===== src/rtl/ctrl_pkg.sv =====
// ctrl_pkg: shared definitions for the RV32 ID/EX control stage.
//   - opcode constants, ALU control codes, multi-cycle latency defaults
//   - ctrl_bundle_t: decoded control bundle carried across ID/EX
//   - muldiv_state_t: occupancy state of EX for multi-cycle MUL/DIV
package ctrl_pkg;

    localparam int unsigned ALU_CTRL_W  = 5;
    localparam int unsigned MUL_LAT_DEF = 3;
    localparam int unsigned DIV_LAT_DEF = 33;
    localparam int unsigned CNT_W_DEF   = 6;

    localparam logic [6:0] OP_R      = 7'b0110011;
    localparam logic [6:0] OP_IALU   = 7'b0010011;
    localparam logic [6:0] OP_LOAD   = 7'b0000011;
    localparam logic [6:0] OP_STORE  = 7'b0100011;
    localparam logic [6:0] OP_BRANCH = 7'b1100011;
    localparam logic [6:0] OP_JAL    = 7'b1101111;
    localparam logic [6:0] OP_JALR   = 7'b1100111;
    localparam logic [6:0] OP_LUI    = 7'b0110111;
    localparam logic [6:0] OP_AUIPC  = 7'b0010111;

    localparam logic [6:0] F7_BASE = 7'b0000000;
    localparam logic [6:0] F7_ALT  = 7'b0100000;
    localparam logic [6:0] F7_MULDIV = 7'b0000001;

    localparam logic [ALU_CTRL_W-1:0] ALU_ADD   = ALU_CTRL_W'(0);
    localparam logic [ALU_CTRL_W-1:0] ALU_SUB   = ALU_CTRL_W'(1);
    localparam logic [ALU_CTRL_W-1:0] ALU_AND   = ALU_CTRL_W'(2);
    localparam logic [ALU_CTRL_W-1:0] ALU_OR    = ALU_CTRL_W'(3);
    localparam logic [ALU_CTRL_W-1:0] ALU_XOR   = ALU_CTRL_W'(4);
    localparam logic [ALU_CTRL_W-1:0] ALU_SLL   = ALU_CTRL_W'(5);
    localparam logic [ALU_CTRL_W-1:0] ALU_SRL   = ALU_CTRL_W'(6);
    localparam logic [ALU_CTRL_W-1:0] ALU_SRA   = ALU_CTRL_W'(7);
    localparam logic [ALU_CTRL_W-1:0] ALU_SLT   = ALU_CTRL_W'(8);
    localparam logic [ALU_CTRL_W-1:0] ALU_SLTU  = ALU_CTRL_W'(9);
    localparam logic [ALU_CTRL_W-1:0] ALU_PASSB = ALU_CTRL_W'(10);
    // MUL..REMU occupy 16..23; the low three bits are funct3
    localparam logic [ALU_CTRL_W-1:0] ALU_MUL   = ALU_CTRL_W'(16);

    typedef struct packed {
        logic                  reg_write;
        logic                  alu_src;
        logic                  mem_write;
        logic                  mem_read;
        logic                  mem_to_reg;
        logic                  branch;
        logic                  jump;
        logic                  jalr;
        logic                  auipc;
        logic [ALU_CTRL_W-1:0] alu_control;
        logic                  illegal;
    } ctrl_bundle_t;

    typedef enum logic {
        ST_IDLE = 1'b0,
        ST_BUSY = 1'b1
    } muldiv_state_t;

endpackage


===== src/rtl/ctrl_decoder.sv =====
// ctrl_decoder: purely combinational RV32I(+M) control decode.
//   in : opcode[6:0], funct3[2:0], funct7[6:0]
//   out: ctrl (ctrl_bundle_t); is_mul / is_div only when RV32M_EN is defined
// Undecodable encodings yield an all-zero bundle with illegal=1.
module ctrl_decoder
    import ctrl_pkg::*;
(
    input  logic [6:0]   opcode,
    input  logic [2:0]   funct3,
    input  logic [6:0]   funct7,
`ifdef RV32M_EN
    output logic         is_mul,
    output logic         is_div,
`endif
    output ctrl_bundle_t ctrl
);

    logic bad;
    logic mul_c;
    logic div_c;

    // Field decode; any undefined combination raises bad and is scrubbed below
    always_comb begin
        ctrl  = '0;
        bad   = 1'b0;
        mul_c = 1'b0;
        div_c = 1'b0;
        unique case (opcode)
            OP_R: begin
                ctrl.reg_write = 1'b1;
                if (funct7 == F7_BASE) begin
                    unique case (funct3)
                        3'b000:  ctrl.alu_control = ALU_ADD;
                        3'b001:  ctrl.alu_control = ALU_SLL;
                        3'b010:  ctrl.alu_control = ALU_SLT;
                        3'b011:  ctrl.alu_control = ALU_SLTU;
                        3'b100:  ctrl.alu_control = ALU_XOR;
                        3'b101:  ctrl.alu_control = ALU_SRL;
                        3'b110:  ctrl.alu_control = ALU_OR;
                        default: ctrl.alu_control = ALU_AND;
                    endcase
                end else if (funct7 == F7_ALT && funct3 == 3'b000) begin
                    ctrl.alu_control = ALU_SUB;
                end else if (funct7 == F7_ALT && funct3 == 3'b101) begin
                    ctrl.alu_control = ALU_SRA;
`ifdef RV32M_EN
                end else if (funct7 == F7_MULDIV) begin
                    ctrl.alu_control = ALU_MUL | ALU_CTRL_W'(funct3);
                    mul_c = ~funct3[2];
                    div_c = funct3[2];
`endif
                end else begin
                    bad = 1'b1;
                end
            end
            OP_IALU: begin
                ctrl.reg_write = 1'b1;
                ctrl.alu_src   = 1'b1;
                unique case (funct3)
                    3'b000: ctrl.alu_control = ALU_ADD;
                    3'b010: ctrl.alu_control = ALU_SLT;
                    3'b011: ctrl.alu_control = ALU_SLTU;
                    3'b100: ctrl.alu_control = ALU_XOR;
                    3'b110: ctrl.alu_control = ALU_OR;
                    3'b111: ctrl.alu_control = ALU_AND;
                    3'b001: begin
                        ctrl.alu_control = ALU_SLL;
                        bad = (funct7 != F7_BASE);
                    end
                    default: begin
                        // SRLI/SRAI: only funct7[5] may be set
                        ctrl.alu_control = funct7[5] ? ALU_SRA : ALU_SRL;
                        bad = ({funct7[6], funct7[4:0]} != 6'b0);
                    end
                endcase
            end
            OP_LOAD: begin
                ctrl.reg_write  = 1'b1;
                ctrl.alu_src    = 1'b1;
                ctrl.mem_read   = 1'b1;
                ctrl.mem_to_reg = 1'b1;
                bad = (funct3 == 3'b011) || (funct3 == 3'b110) || (funct3 == 3'b111);
            end
            OP_STORE: begin
                ctrl.alu_src   = 1'b1;
                ctrl.mem_write = 1'b1;
                bad = funct3[2] || (funct3 == 3'b011);
            end
            OP_BRANCH: begin
                // operands are compared by subtraction
                ctrl.branch      = 1'b1;
                ctrl.alu_control = ALU_SUB;
                bad = (funct3 == 3'b010) || (funct3 == 3'b011);
            end
            OP_JAL: begin
                ctrl.reg_write = 1'b1;
                ctrl.jump      = 1'b1;
            end
            OP_JALR: begin
                ctrl.reg_write = 1'b1;
                ctrl.alu_src   = 1'b1;
                ctrl.jump      = 1'b1;
                ctrl.jalr      = 1'b1;
                bad = (funct3 != 3'b000);
            end
            OP_LUI: begin
                ctrl.reg_write   = 1'b1;
                ctrl.alu_src     = 1'b1;
                ctrl.alu_control = ALU_PASSB;
            end
            OP_AUIPC: begin
                ctrl.reg_write = 1'b1;
                ctrl.alu_src   = 1'b1;
                ctrl.auipc     = 1'b1;
            end
            default: bad = 1'b1;
        endcase
        if (bad) begin
            ctrl         = '0;
            ctrl.illegal = 1'b1;
            mul_c        = 1'b0;
            div_c        = 1'b0;
        end
    end

`ifdef RV32M_EN
    assign is_mul = mul_c;
    assign is_div = div_c;
`endif

endmodule


===== src/rtl/pipelined_ctrl_stage.sv =====
// pipelined_ctrl_stage: ID decode + ID/EX control register with stall/flush,
// plus multi-cycle MUL/DIV occupancy sequencing of EX.
//   in : clk, rst (async, active high), id_valid, opcode, funct3, funct7, stall, flush
//   out: ex_valid, ex_* controls, ex_alu_control, ex_illegal (registered),
//        muldiv_busy (registered), id_stall_req (combinational)
// Macro RV32M_EN enables the M extension decode and the BUSY sequencer;
// without it muldiv_busy and id_stall_req are tied low.
module pipelined_ctrl_stage
    import ctrl_pkg::*;
#(
    parameter int unsigned MUL_LAT = MUL_LAT_DEF,
    parameter int unsigned DIV_LAT = DIV_LAT_DEF,
    parameter int unsigned CNT_W   = CNT_W_DEF
) (
    input  logic                  clk,
    input  logic                  rst,
    input  logic                  id_valid,
    input  logic [6:0]            opcode,
    input  logic [2:0]            funct3,
    input  logic [6:0]            funct7,
    input  logic                  stall,
    input  logic                  flush,
    output logic                  ex_valid,
    output logic                  ex_reg_write,
    output logic                  ex_alu_src,
    output logic                  ex_mem_write,
    output logic                  ex_mem_read,
    output logic                  ex_mem_to_reg,
    output logic                  ex_branch,
    output logic                  ex_jump,
    output logic                  ex_jalr,
    output logic                  ex_auipc,
    output logic [ALU_CTRL_W-1:0] ex_alu_control,
    output logic                  ex_illegal,
    output logic                  muldiv_busy,
    output logic                  id_stall_req
);

    localparam int unsigned LAT_MAX = (MUL_LAT > DIV_LAT) ? MUL_LAT : DIV_LAT;

    // Reject latency settings the counter cannot represent
    if (MUL_LAT < 1 || DIV_LAT < 1 || (2 ** CNT_W) <= LAT_MAX) begin : g_bad_lat
        $error("pipelined_ctrl_stage: invalid MUL_LAT/DIV_LAT/CNT_W");
    end

    ctrl_bundle_t dec;
    ctrl_bundle_t ex_ctrl;

    assign ex_reg_write   = ex_ctrl.reg_write;
    assign ex_alu_src     = ex_ctrl.alu_src;
    assign ex_mem_write   = ex_ctrl.mem_write;
    assign ex_mem_read    = ex_ctrl.mem_read;
    assign ex_mem_to_reg  = ex_ctrl.mem_to_reg;
    assign ex_branch      = ex_ctrl.branch;
    assign ex_jump        = ex_ctrl.jump;
    assign ex_jalr        = ex_ctrl.jalr;
    assign ex_auipc       = ex_ctrl.auipc;
    assign ex_alu_control = ex_ctrl.alu_control;
    assign ex_illegal     = ex_ctrl.illegal;

`ifdef RV32M_EN
    localparam logic [CNT_W-1:0] MUL_CNT_INIT = CNT_W'(MUL_LAT - 1);
    localparam logic [CNT_W-1:0] DIV_CNT_INIT = CNT_W'(DIV_LAT - 1);

    logic          is_mul;
    logic          is_div;
    muldiv_state_t state;
    logic [CNT_W-1:0] cnt;
    logic          flush_pending;
    logic          hold_busy_c;
    logic          flush_eff_c;
    logic          capture_c;
    logic          long_op_c;

    ctrl_decoder u_dec (
        .opcode (opcode),
        .funct3 (funct3),
        .funct7 (funct7),
        .is_mul (is_mul),
        .is_div (is_div),
        .ctrl   (dec)
    );

    // BUSY with cycles still to run: EX frozen, ID held
    assign hold_busy_c = (state == ST_BUSY) && (cnt != '0);
    // flush_pending is only ever set while BUSY and replays on exit
    assign flush_eff_c = flush | flush_pending;
    assign capture_c   = !flush_eff_c && !stall && id_valid;
    assign long_op_c   = capture_c && ((is_mul && (MUL_LAT > 1)) || (is_div && (DIV_LAT > 1)));

    assign id_stall_req = hold_busy_c || ((state == ST_IDLE) && long_op_c);

    // ID/EX register and MUL/DIV occupancy FSM
    always_ff @(posedge clk or posedge rst) begin
        if (rst) begin
            state         <= ST_IDLE;
            cnt           <= '0;
            flush_pending <= 1'b0;
            muldiv_busy   <= 1'b0;
            ex_valid      <= 1'b0;
            ex_ctrl       <= '0;
        end else if (hold_busy_c) begin
            cnt <= cnt - CNT_W'(1);
            if (flush) begin
                flush_pending <= 1'b1;
            end
        end else begin
            // IDLE, or BUSY finishing this cycle: normal capture rules
            state         <= ST_IDLE;
            flush_pending <= 1'b0;
            muldiv_busy   <= 1'b0;
            if (flush_eff_c || (!stall && !id_valid)) begin
                ex_valid <= 1'b0;
                ex_ctrl  <= '0;
            end else if (!stall) begin
                ex_valid <= 1'b1;
                ex_ctrl  <= dec;
                if (long_op_c) begin
                    state       <= ST_BUSY;
                    cnt         <= is_div ? DIV_CNT_INIT : MUL_CNT_INIT;
                    muldiv_busy <= 1'b1;
                end
            end
        end
    end
`else
    ctrl_decoder u_dec (
        .opcode (opcode),
        .funct3 (funct3),
        .funct7 (funct7),
        .ctrl   (dec)
    );

    assign muldiv_busy  = 1'b0;
    assign id_stall_req = 1'b0;

    // ID/EX register: flush beats stall, stall holds, invalid ID inserts a bubble
    always_ff @(posedge clk or posedge rst) begin
        if (rst) begin
            ex_valid <= 1'b0;
            ex_ctrl  <= '0;
        end else if (flush || (!stall && !id_valid)) begin
            ex_valid <= 1'b0;
            ex_ctrl  <= '0;
        end else if (!stall) begin
            ex_valid <= 1'b1;
            ex_ctrl  <= dec;
        end
    end
`endif

endmodule


===== config.mk =====
export PLATFORM = sky130hd
export DESIGN_NAME = pipelined_ctrl_stage
export DESIGN_NICKNAME = d
export VERILOG_FILES = /design/src/rtl/ctrl_pkg.sv /design/src/rtl/ctrl_decoder.sv /design/src/rtl/pipelined_ctrl_stage.sv
export SDC_FILE = /design/constraint.sdc
export NUM_CORES = 1
export LEC_CHECK = 0
export CAP_MARGIN = 40
export CELL_PAD_IN_SITES_DETAIL_PLACEMENT = 0
export CELL_PAD_IN_SITES_GLOBAL_PLACEMENT = 2
export CORE_ASPECT_RATIO = 0.9
export CORE_MARGIN = 1.5
export CORE_UTILIZATION = 25
export DETAILED_ROUTE_END_ITERATION = 7
export PLACE_DENSITY = 0.84
export SYNTH_ARGS = -nofsm -noshare
export SYNTH_HDL_FRONTEND = slang
export SYNTH_SLANG_ARGS = --single-unit

===== constraint.sdc =====
create_clock -name clk -period 1.05 [get_ports clk]
set_clock_uncertainty 0.2 [all_clocks]
set_input_delay 0.21 -clock clk [delete_from_list [all_inputs] [get_ports clk]]
set_output_delay 0.21 -clock clk [all_outputs]
set_load 0.02 [all_outputs]

After elaboration in Yosys (flattened, before gate mapping)

Cells that the tools add are included.

Register bits: 16
Output and inout port bits: 18

Equal/unequal tests: 18
Mux-type cells: 25
Reduce and logical (&&, ||, !) cells: 20

Operators with widths:

| kind                                                 | count |
|---|---|
| two-way mux 15 bit                                   | 3 |
| one-hot mux 5 bit (7 select lines)                   | 1 |
| equality test 7 x 6 -> 1 bit (second input constant) | 4 |
| one-hot mux 4 bit (7 select lines)                   | 1 |
| equality test 7 bit (second input constant)          | 3 |
| one-hot mux 5 bit (4 select lines)                   | 1 |
| equality test 7 x 5 -> 1 bit (second input constant) | 2 |
| two-way mux 1 bit                                    | 13 |
| equality test 3 bit (second input constant)          | 4 |
| OR reduction 6 bit                                   | 2 |
| two-way mux 5 bit                                    | 2 |
| equality test 7 x 2 -> 1 bit (second input constant) | 1 |
| logical NOT 7 bit                                    | 1 |
| one-hot mux 1 bit (7 select lines)                   | 1 |
| nonzero test 7 bit                                   | 1 |
| OR reduction 7 bit                                   | 1 |
| equality test 3 x 2 -> 1 bit (second input constant) | 2 |
| nonzero test 6 bit                                   | 1 |
| logical OR 1 bit                                     | 5 |
| equality test 3 x 1 -> 1 bit (second input constant) | 1 |
| logical AND 1 bit                                    | 3 |
| logical NOT 3 bit                                    | 1 |
| two-way mux 3 bit                                    | 1 |
| nonzero test 3 bit                                   | 1 |
| other kinds (6)                                      | 7 |

Longest topological paths before layout

Gate-level depths: netlist of run 1.

Depth in word-level cells: 9
Gate-level depth with buffers: 6
Gate-level depth less buffers: 5

Modules after synthesis

From an unflattened synthesis of run 1, not the netlist that was laid out.

Cells, all modules: 140
Area total of the unflattened synthesis: 1,246.2 um^2

Modules (own cells, without submodules):

| module               | times used | cells each | area an instance (um^2) |
|---|---|---|---|
| pipelined_ctrl_stage | 1          | 62         | 699.4 |
| ctrl_decoder         | 1          | 78         | 546.8 |

Least setup slack after synthesis of run 1

No wires, ideal clock.

Path kind: input port to flip-flop
Start point: input port opcode[2]
End point: register ex_ctrl, in the netlist ex_reg_write
Setup time: 0.122 ns
Data arrival time: 1.247 ns
Required time: 0.728 ns
Path slack: -0.518 ns
Stages on the path: 6
Path buffers: 1
Cell sequence: buf_6 -> and4bb_1 -> and2_4 -> o221ai_2 -> and3b_1 -> a32o_1

Longest elaborated chain between the ends: 6
Elaborated cells between the ends (all ways): 16
Classes of those cells: eq/ne: 9; mux: 5; reduce/logical: 2

RTL lines:

| element                                                                 | RTL line                    | RTL |
|---|---|---|
| start, declared                                                         | pipelined_ctrl_stage.sv:18  | `input logic [6:0] opcode,` |
| equality test 7 bit, or another cell as far along                       | ctrl_decoder.sv:28          | `unique case (opcode)` |
| OR reduction 3 bit (no line) or OR reduction 7 bit (tied branches)      | n/a                         |  |
| one-hot mux 1 bit (7 select lines) or two-way mux 1 bit (tied branches) | ctrl_decoder.sv:28          |  |
| two-way mux 15 bit *                                                    | ctrl_decoder.sv:118         | `if (bad) begin` |
| two-way mux 15 bit *                                                    | pipelined_ctrl_stage.sv:145 | `end else if (!stall) begin` |
| two-way mux 15 bit *                                                    | pipelined_ctrl_stage.sv:142 | `end else if (flush \|\| (!stall && !id_valid)) begin` |
| end signal, assigned                                                    | pipelined_ctrl_stage.sv:141 | `ex_ctrl <= '0;` |
| end signal, assigned                                                    | pipelined_ctrl_stage.sv:144 | `ex_ctrl <= '0;` |
| end signal, assigned                                                    | pipelined_ctrl_stage.sv:147 | `ex_ctrl <= dec;` |
| end, declared                                                           | pipelined_ctrl_stage.sv:47  | `ctrl_bundle_t ex_ctrl;` |

Every way passes the cells marked *; elsewhere a longest branch is shown, timed or not. The select of a mux whose other input is x is not followed.
A chain may end at the register's enable or synchronous reset.

Worst setup path after layout of run 1

Start point: input port funct7[2]
End point: register ex_ctrl, in the netlist ex_alu_control[0]

Longest elaborated chain between the ends: 9
Elaborated cells between the ends (all ways): 18
Classes of those cells: eq/ne: 1; mux: 12; reduce/logical: 5

RTL lines:

| element                                                                                  | RTL line                               | RTL |
|---|---|---|
| start, declared                                                                          | pipelined_ctrl_stage.sv:20             | `input logic [6:0] funct7,` |
| equality test 7 x 6 -> 1 bit                                                             | ctrl_decoder.sv:42, ctrl_decoder.sv:44 |  |
| logical AND 1 bit                                                                        | ctrl_decoder.sv:44                     | `end else if (funct7 == F7_ALT && funct3 == 3'b101) begin` |
| two-way mux 1 bit or two-way mux 3 bit (tied branches)                                   | ctrl_decoder.sv:44                     |  |
| two-way mux 1 bit or two-way mux 5 bit (tied branches)                                   | ctrl_decoder.sv:42                     | `end else if (funct7 == F7_ALT && funct3 == 3'b000) begin` |
| two-way mux 1 bit or two-way mux 5 bit (tied branches)                                   | ctrl_decoder.sv:31                     | `if (funct7 == F7_BASE) begin` |
| one-hot mux 1 bit (7 select lines) or one-hot mux 5 bit (4 select lines) (tied branches) | ctrl_decoder.sv:28                     |  |
| two-way mux 15 bit *                                                                     | ctrl_decoder.sv:118                    |  |
| two-way mux 15 bit *                                                                     | pipelined_ctrl_stage.sv:145            |  |
| two-way mux 15 bit *                                                                     | pipelined_ctrl_stage.sv:142            |  |

Marks and branches as above.

==> flow_summary.toml, run 1 <==
[run_status]
status = "complete, but fails checks"
failed_checks = "setup timing"

[sta]
fin_crit_sh_pct = 146
final-setup-viol-count = 28
finalCriticalPeriod_ns = 1.53
hold_violations = 0
max_freq_mhz = 654
slew_viol_final = 0
layout_setup_ws_ns = -0.479
rsz0062_at_grt = "yes"
setup-tns-final_ns = -6.04

[placed_design]
portBuffers = 36
gp_congestion = 0.824
post-place-ws_ns = -1.10
dp_hpwl_microns = 2560

[layout]
area_growth_pct = 89.6
nets = 230
diodes = 0
drive_gt1_share_pct = 58.3
final.fill_count = 396

[synthesis]
ys_types = 46
synth_edf_count = 0
syn_avg_cell_area_sq_um = 8.72
syn-cell-area_sq_um = 1090
synthesis.instances = 125
ys_warn_count = 0
synth_flop_cell = "dfrtp_1"
yosysSeqAreaShare_pct = 32.1
ys_async_sr_fraction_pct = 100
synth_seq_cells = 14

[floorplan]
die-height_microns = 65.6
die_area_sq_um = 4760
die_x_microns = 72.6
rows = 22
initial_utilization_pct = 26.4
ios = 40
core-area_sq_um = 4130

[power_and_ir_drop]
p_per_area_nw_per_um2 = 685
power.leakage_nw = 0.943
ir_drop_uv = 339

[global_route]
first_global_vias = 1266
grt_pass1_wl_microns = 5690
grt_max_degree = 15
overflow = 0
antenna_found_initial = 0
track_usage_pct = 15.2

[detailed_routing]
wl_met3_microns = 94
via_per_inst = 4.90
drt_wl_total_microns = 3390
drc = 0
highest_layer = "met4"
wl_per_cell_microns = 13.3
ant_nets = 0
wl_met2_microns = 1680
wl_met1_microns = 1520
drt_iter0_markers = 25
vias = 1244
drt-pass1-iter-count = 4

[setup_path]
slowest_delay_ns = 0.36
slowest_stage = "a2111oi_4"
worstPathArrival_ns = 1.50
r2r_start = "ex_mem_read"
cp-end-kind = "flip-flop"
startpoint = "funct7[2]"
required_ns = 1.02
crit_chain = "buf_6 -> nor4_4 -> buf_4 -> nand4_1 -> a2111oi_4 -> nor3_2 -> o21ai_1"
path_class = "primary input to flip-flop"
path_max_fanout = 4
start_kind = "primary input"

[clocking]
htreeDepth = 1
hold_buffers = 0
cts.clk_slew.worst_paths_ns = 0.05
clockBufferDepth = 2
cts_root_buf = "clkbuf_8"
clk_latency_ns = 0.24
cts_tree = "yes"
cts_buffers = 3
clkSinkCount = 14

[job]
maxCapViolations = 0

[hold_path]
min_path_type = "primary input to flip-flop"
min_from = "id_valid"
## cells in the mapped netlist (2+ instances only)
master | count | area share, %
inv_1 | 4 | 1.4
a22o_1 | 4 | 3.2
nand4b_1 | 2 | 1.6
a32o_1 | 4 | 3.7
a211oi_1 | 3 | 2.1
a21oi_1 | 4 | 1.8
and3b_1 | 2 | 1.6
buf_4 | 5 | 3.4
buf_2 | 6 | 2.8
and3_1 | 2 | 1.1
nor2_1 | 10 | 3.4
a31oi_1 | 2 | 1.1
nand2_1 | 11 | 3.8
o21ai_0 | 6 | 2.8
dfrtp_1 | 14 | 32
nor3_1 | 3 | 1.4
nand3b_1 | 2 | 1.4
o211ai_1 | 2 | 1.4
o21ai_1 | 5 | 2.3
a32oi_1 | 3 | 2.4
nor3b_1 | 2 | 1.4
nand2b_1 | 3 | 1.7
nor2b_1 | 3 | 1.7
## final timing paths
check                                     to  slack, ns  depth (start not counted)
max in group asynchronous  ex_alu_control[0]       0.46                          3
hold reg to reg            ex_alu_control[3]       0.39                          3
setup / recovery           ex_alu_control[0]      -0.48                          7
hold / removal                      ex_valid       0.03                          3
setup reg to reg                 ex_mem_read      -0.14                          3
min in group asynchronous            ex_jalr       0.08                          3
## where the power goes
part           switching [mW]  internal (mW)  leakage (nW)
clock network           0.172          0.253        0.0216
logic                   0.217          0.225         0.727
registers             0.00358          0.545         0.194
total                   0.393           1.02         0.943
## what timing repair did
action | in CTS | in global routing
resized for setup | 208 | 5
setup endpoints to repair | 29 | 28
buffers inserted | 15 | 4
pin swaps | 34 | 10
## logic make-up (layout without fill, tap and decap cells)
family / after synthesis / count (layout) / synth area share (%)
muxes: 1 / 1 / 0.919
DFF: 14 / 14 / 32.1
other: 1 / 3 / 0.344
and+or+nand+nor: 53 / 53 / 30.5
buffers and inverters: 17 / 96 / 8.95
xor gates and xnor gates: 1 / 1 / 0.804
AOI/OAI and AO/OA: 38 / 38 / 26.3
## metal layers
metal  vias up  GRT usage (%)
met1       585           18.9
met4         0           5.66
met5         -              0
met2        31           26.9
li1        620              -
met3         8           1.38
## through the flow
stage | area [sq um] | instances | power [mW] | hold slack (ns) | util [%]
2_1_floorplan | 1120 | 127 | 0.738 | -0.101 | -
3_3_place_gp | 1720 | 233 | 0.914 | 0.272 | 41.6
3_5_place_dp | 1720 | 233 | 0.921 | 0.288 | 41.6
4_1_cts | 2020 | 251 | 1.42 | 0.0290 | 49.0
5_1_grt | 2070 | 254 | 1.49 | 0.0437 | 50.0
6_report | 2070 | 254 | 1.42 | 0.0314 | 50.0
## worst max-delay path: cells and delay by family
kind                   cells  cell delay (ns)
buffers and inverters      2             0.27
AO/OA/AOI/OAI              2             0.48
AND/OR/NAND/NOR            3             0.52
## area by class of cell
type | instances | area, sq um | share of cell area [%]
clock buffers | 3 | 41.3 | 2.00
inverters | 4 | 15.0 | 0.727
multi-input cells | 96 | 828 | 40.1
flip-flops and latches | 14 | 350 | 17.0
well taps | 48 | 60.1 | 2.91
repair buffers | 89 | 771 | 37.3
## cell usage in the layout (no fill, tap or decap), types with 3 or more instances in the layout
cell	instances
o21ai_0	4
dfrtp_1	14
buf_2	8
buf_6	24
conb_1	3
o21ai_1	6
nand2_1	10
inv_1	3
nor2_1	7
a22o_1	4
a32o_1	4
buf_4	49
clkbuf_8	3
## sequential cells by signal (all words and copies together), names as in the netlist
name            cells
ex_mem_read         1
ex_mem_write        1
ex_alu_src          1
ex_illegal          1
ex_branch           1
ex_jalr             1
ex_alu_control      4
ex_reg_write        1
ex_valid            1
ex_jump             1
ex_auipc            1
Power figures use the tool's default switching activity.
==> inputs of run 2 (changes only) <==
CORE_UTILIZATION = 27   (was 25)
PLACE_DENSITY = 0.9   (was 0.84)
clock period = 1.8 ns   (was 1.05 ns; I/O delays follow)
==> flow_summary.toml, run 2 (synthesis results as in run 1) <==
[floorplan]
die_area_sq_um = 4430
die-height_microns = 63.3
core-area_sq_um = 3780
initial_utilization_pct = 28.8
rows = 21
ios = 40
die_x_microns = 70.0

[sta]
finalCriticalPeriod_ns = 1.76
maxSlewHeadroom_pct = 65.0
hold_violations = 0
final-setup-viol-count = 0
slew_viol_final = 0
max_freq_mhz = 567
fin_crit_sh_pct = 97.9
tightestPinTransition_ns = 0.525

[layout]
diodes = 0
final_util_pct = 48.2
drive_gt1_share_pct = 37.3
multi_input_area_sq_um = 781
seq_area_sq_um = 350
layout_commonest_cell = "buf_4"
nets = 209
postLayoutCellArea_sq_um = 1820
layout_common_cells = "31 x buf_4, 14 x dfrtp_1, 10 x nand2_1, 10 x nor2_1, 10 x clkdlybuf4s50_1"
largest_reg_flops = 4
area_growth_pct = 67.4
final.fill_count = 362

[global_route]
antenna_found_initial = 0
first_global_vias = 1196
track_usage_pct = 15.2
grt_max_degree = 15
overflow = 0
grt_pass1_wl_microns = 5440

[setup_path]
required_ns = 1.24
path_buf_inv = 1
path_max_fanout = 2
critical_path.top_delay_family = "buffers and inverters"
slowest_delay_ns = 0.60
path_class = "flip-flop to output port"
slowest_stage = "clkdlybuf4s50_1"
cp-end-kind = "output port"
r2r_start = "ex_alu_src"
crit_chain = "clkdlybuf4s50_1"
start_kind = "flip-flop"
worstPathArrival_ns = 1.20
startpoint = "ex_illegal"

[detailed_routing]
drc = 0
via_per_inst = 5.20
drt-pass1-iter-count = 4
ant_nets = 0
vias = 1202
drt_wl_total_microns = 3280
wl_per_cell_microns = 14.2
drt_iter0_markers = 68

[power_and_ir_drop]
p_per_area_nw_per_um2 = 431
power.leakage_nw = 0.893
ir_drop_uv = 210

[placed_design]
portBuffers = 36
dp_hpwl_microns = 2460
gp_congestion = 0.782
dpl_cell_area_sq_um = 1620

[clocking]
hold_buffers = 0
clkSinkCount = 14
cts.clk_slew.worst_paths_ns = 0.05
htreeDepth = 1
cts_buffers = 3
clockBufferDepth = 2
cts_root_buf = "clkbuf_8"
cts_tree = "yes"
clk_latency_ns = 0.24

[hold_path]
min_path_type = "primary input to async pin"

[run_status]
status = "complete, no violations"

[job]
maxCapViolations = 0
run 2: repair_timing:
item	4_1_cts	5_1_grt
resized for setup	42	30
pin swaps	17	14
endpoints found under the setup margin	12	13
setup buffers	5	2
run 2: power breakdown:
part           internal [mW]  switching [mW]  total (mW)
Sequential             0.318         0.00193       0.320
Clock                  0.148           0.102       0.250
Combinational          0.100           0.116       0.216
Total                  0.566           0.220       0.786
run 2: final timing paths:
kind / end / slack [ns] / cells after the start
max in group asynchronous: ex_mem_write / 0.79 / 2
hold reg to reg: ex_alu_control[0] / 0.29 / 2
min in group clk: ex_alu_control[0] / 0.29 / 2
setup reg to reg: ex_alu_src / 0.89 / 1
hold / removal: ex_valid / 0.26 / 2
setup / recovery: ex_illegal / 0.04 / 1
run 2: layout make-up:
cell class                      count  share of cell area [%]
Multi-Input combinational cell     96                    42.8
Timing Repair Buffer               68                    31.8
Sequential cell                    14                    19.2
Tap cell                           46                    3.16
Clock buffer                        3                    2.26
Inverter                            4                   0.823
run 2: per-stage QoR:
stage / TNS, ns / hold WS, ns / setup slack, ns / total power [mW] / cells
after floorplan: 0 / 0.0492 / 0.0819 / 0.425 / 127
after global placement: -4.86 / 0.274 / -0.461 / 0.523 / 221
after detailed placement: -5.32 / 0.285 / -0.520 / 0.528 / 221
after CTS: 0 / 0.285 / 0.0119 / 0.780 / 229
after global routing: -0.0530 / 0.321 / -0.0280 / 0.831 / 231
final: 0 / 0.259 / 0.0373 / 0.786 / 231
run 2: per-layer routing:
layer	GRT usage, %	up-vias	part of all wire (%)
met4	3.37	0	0.67
met5	0	-	0
met2	27.1	33	53
met1	18.1	579	41
li1	-	586	-
met3	4.32	4	4.9
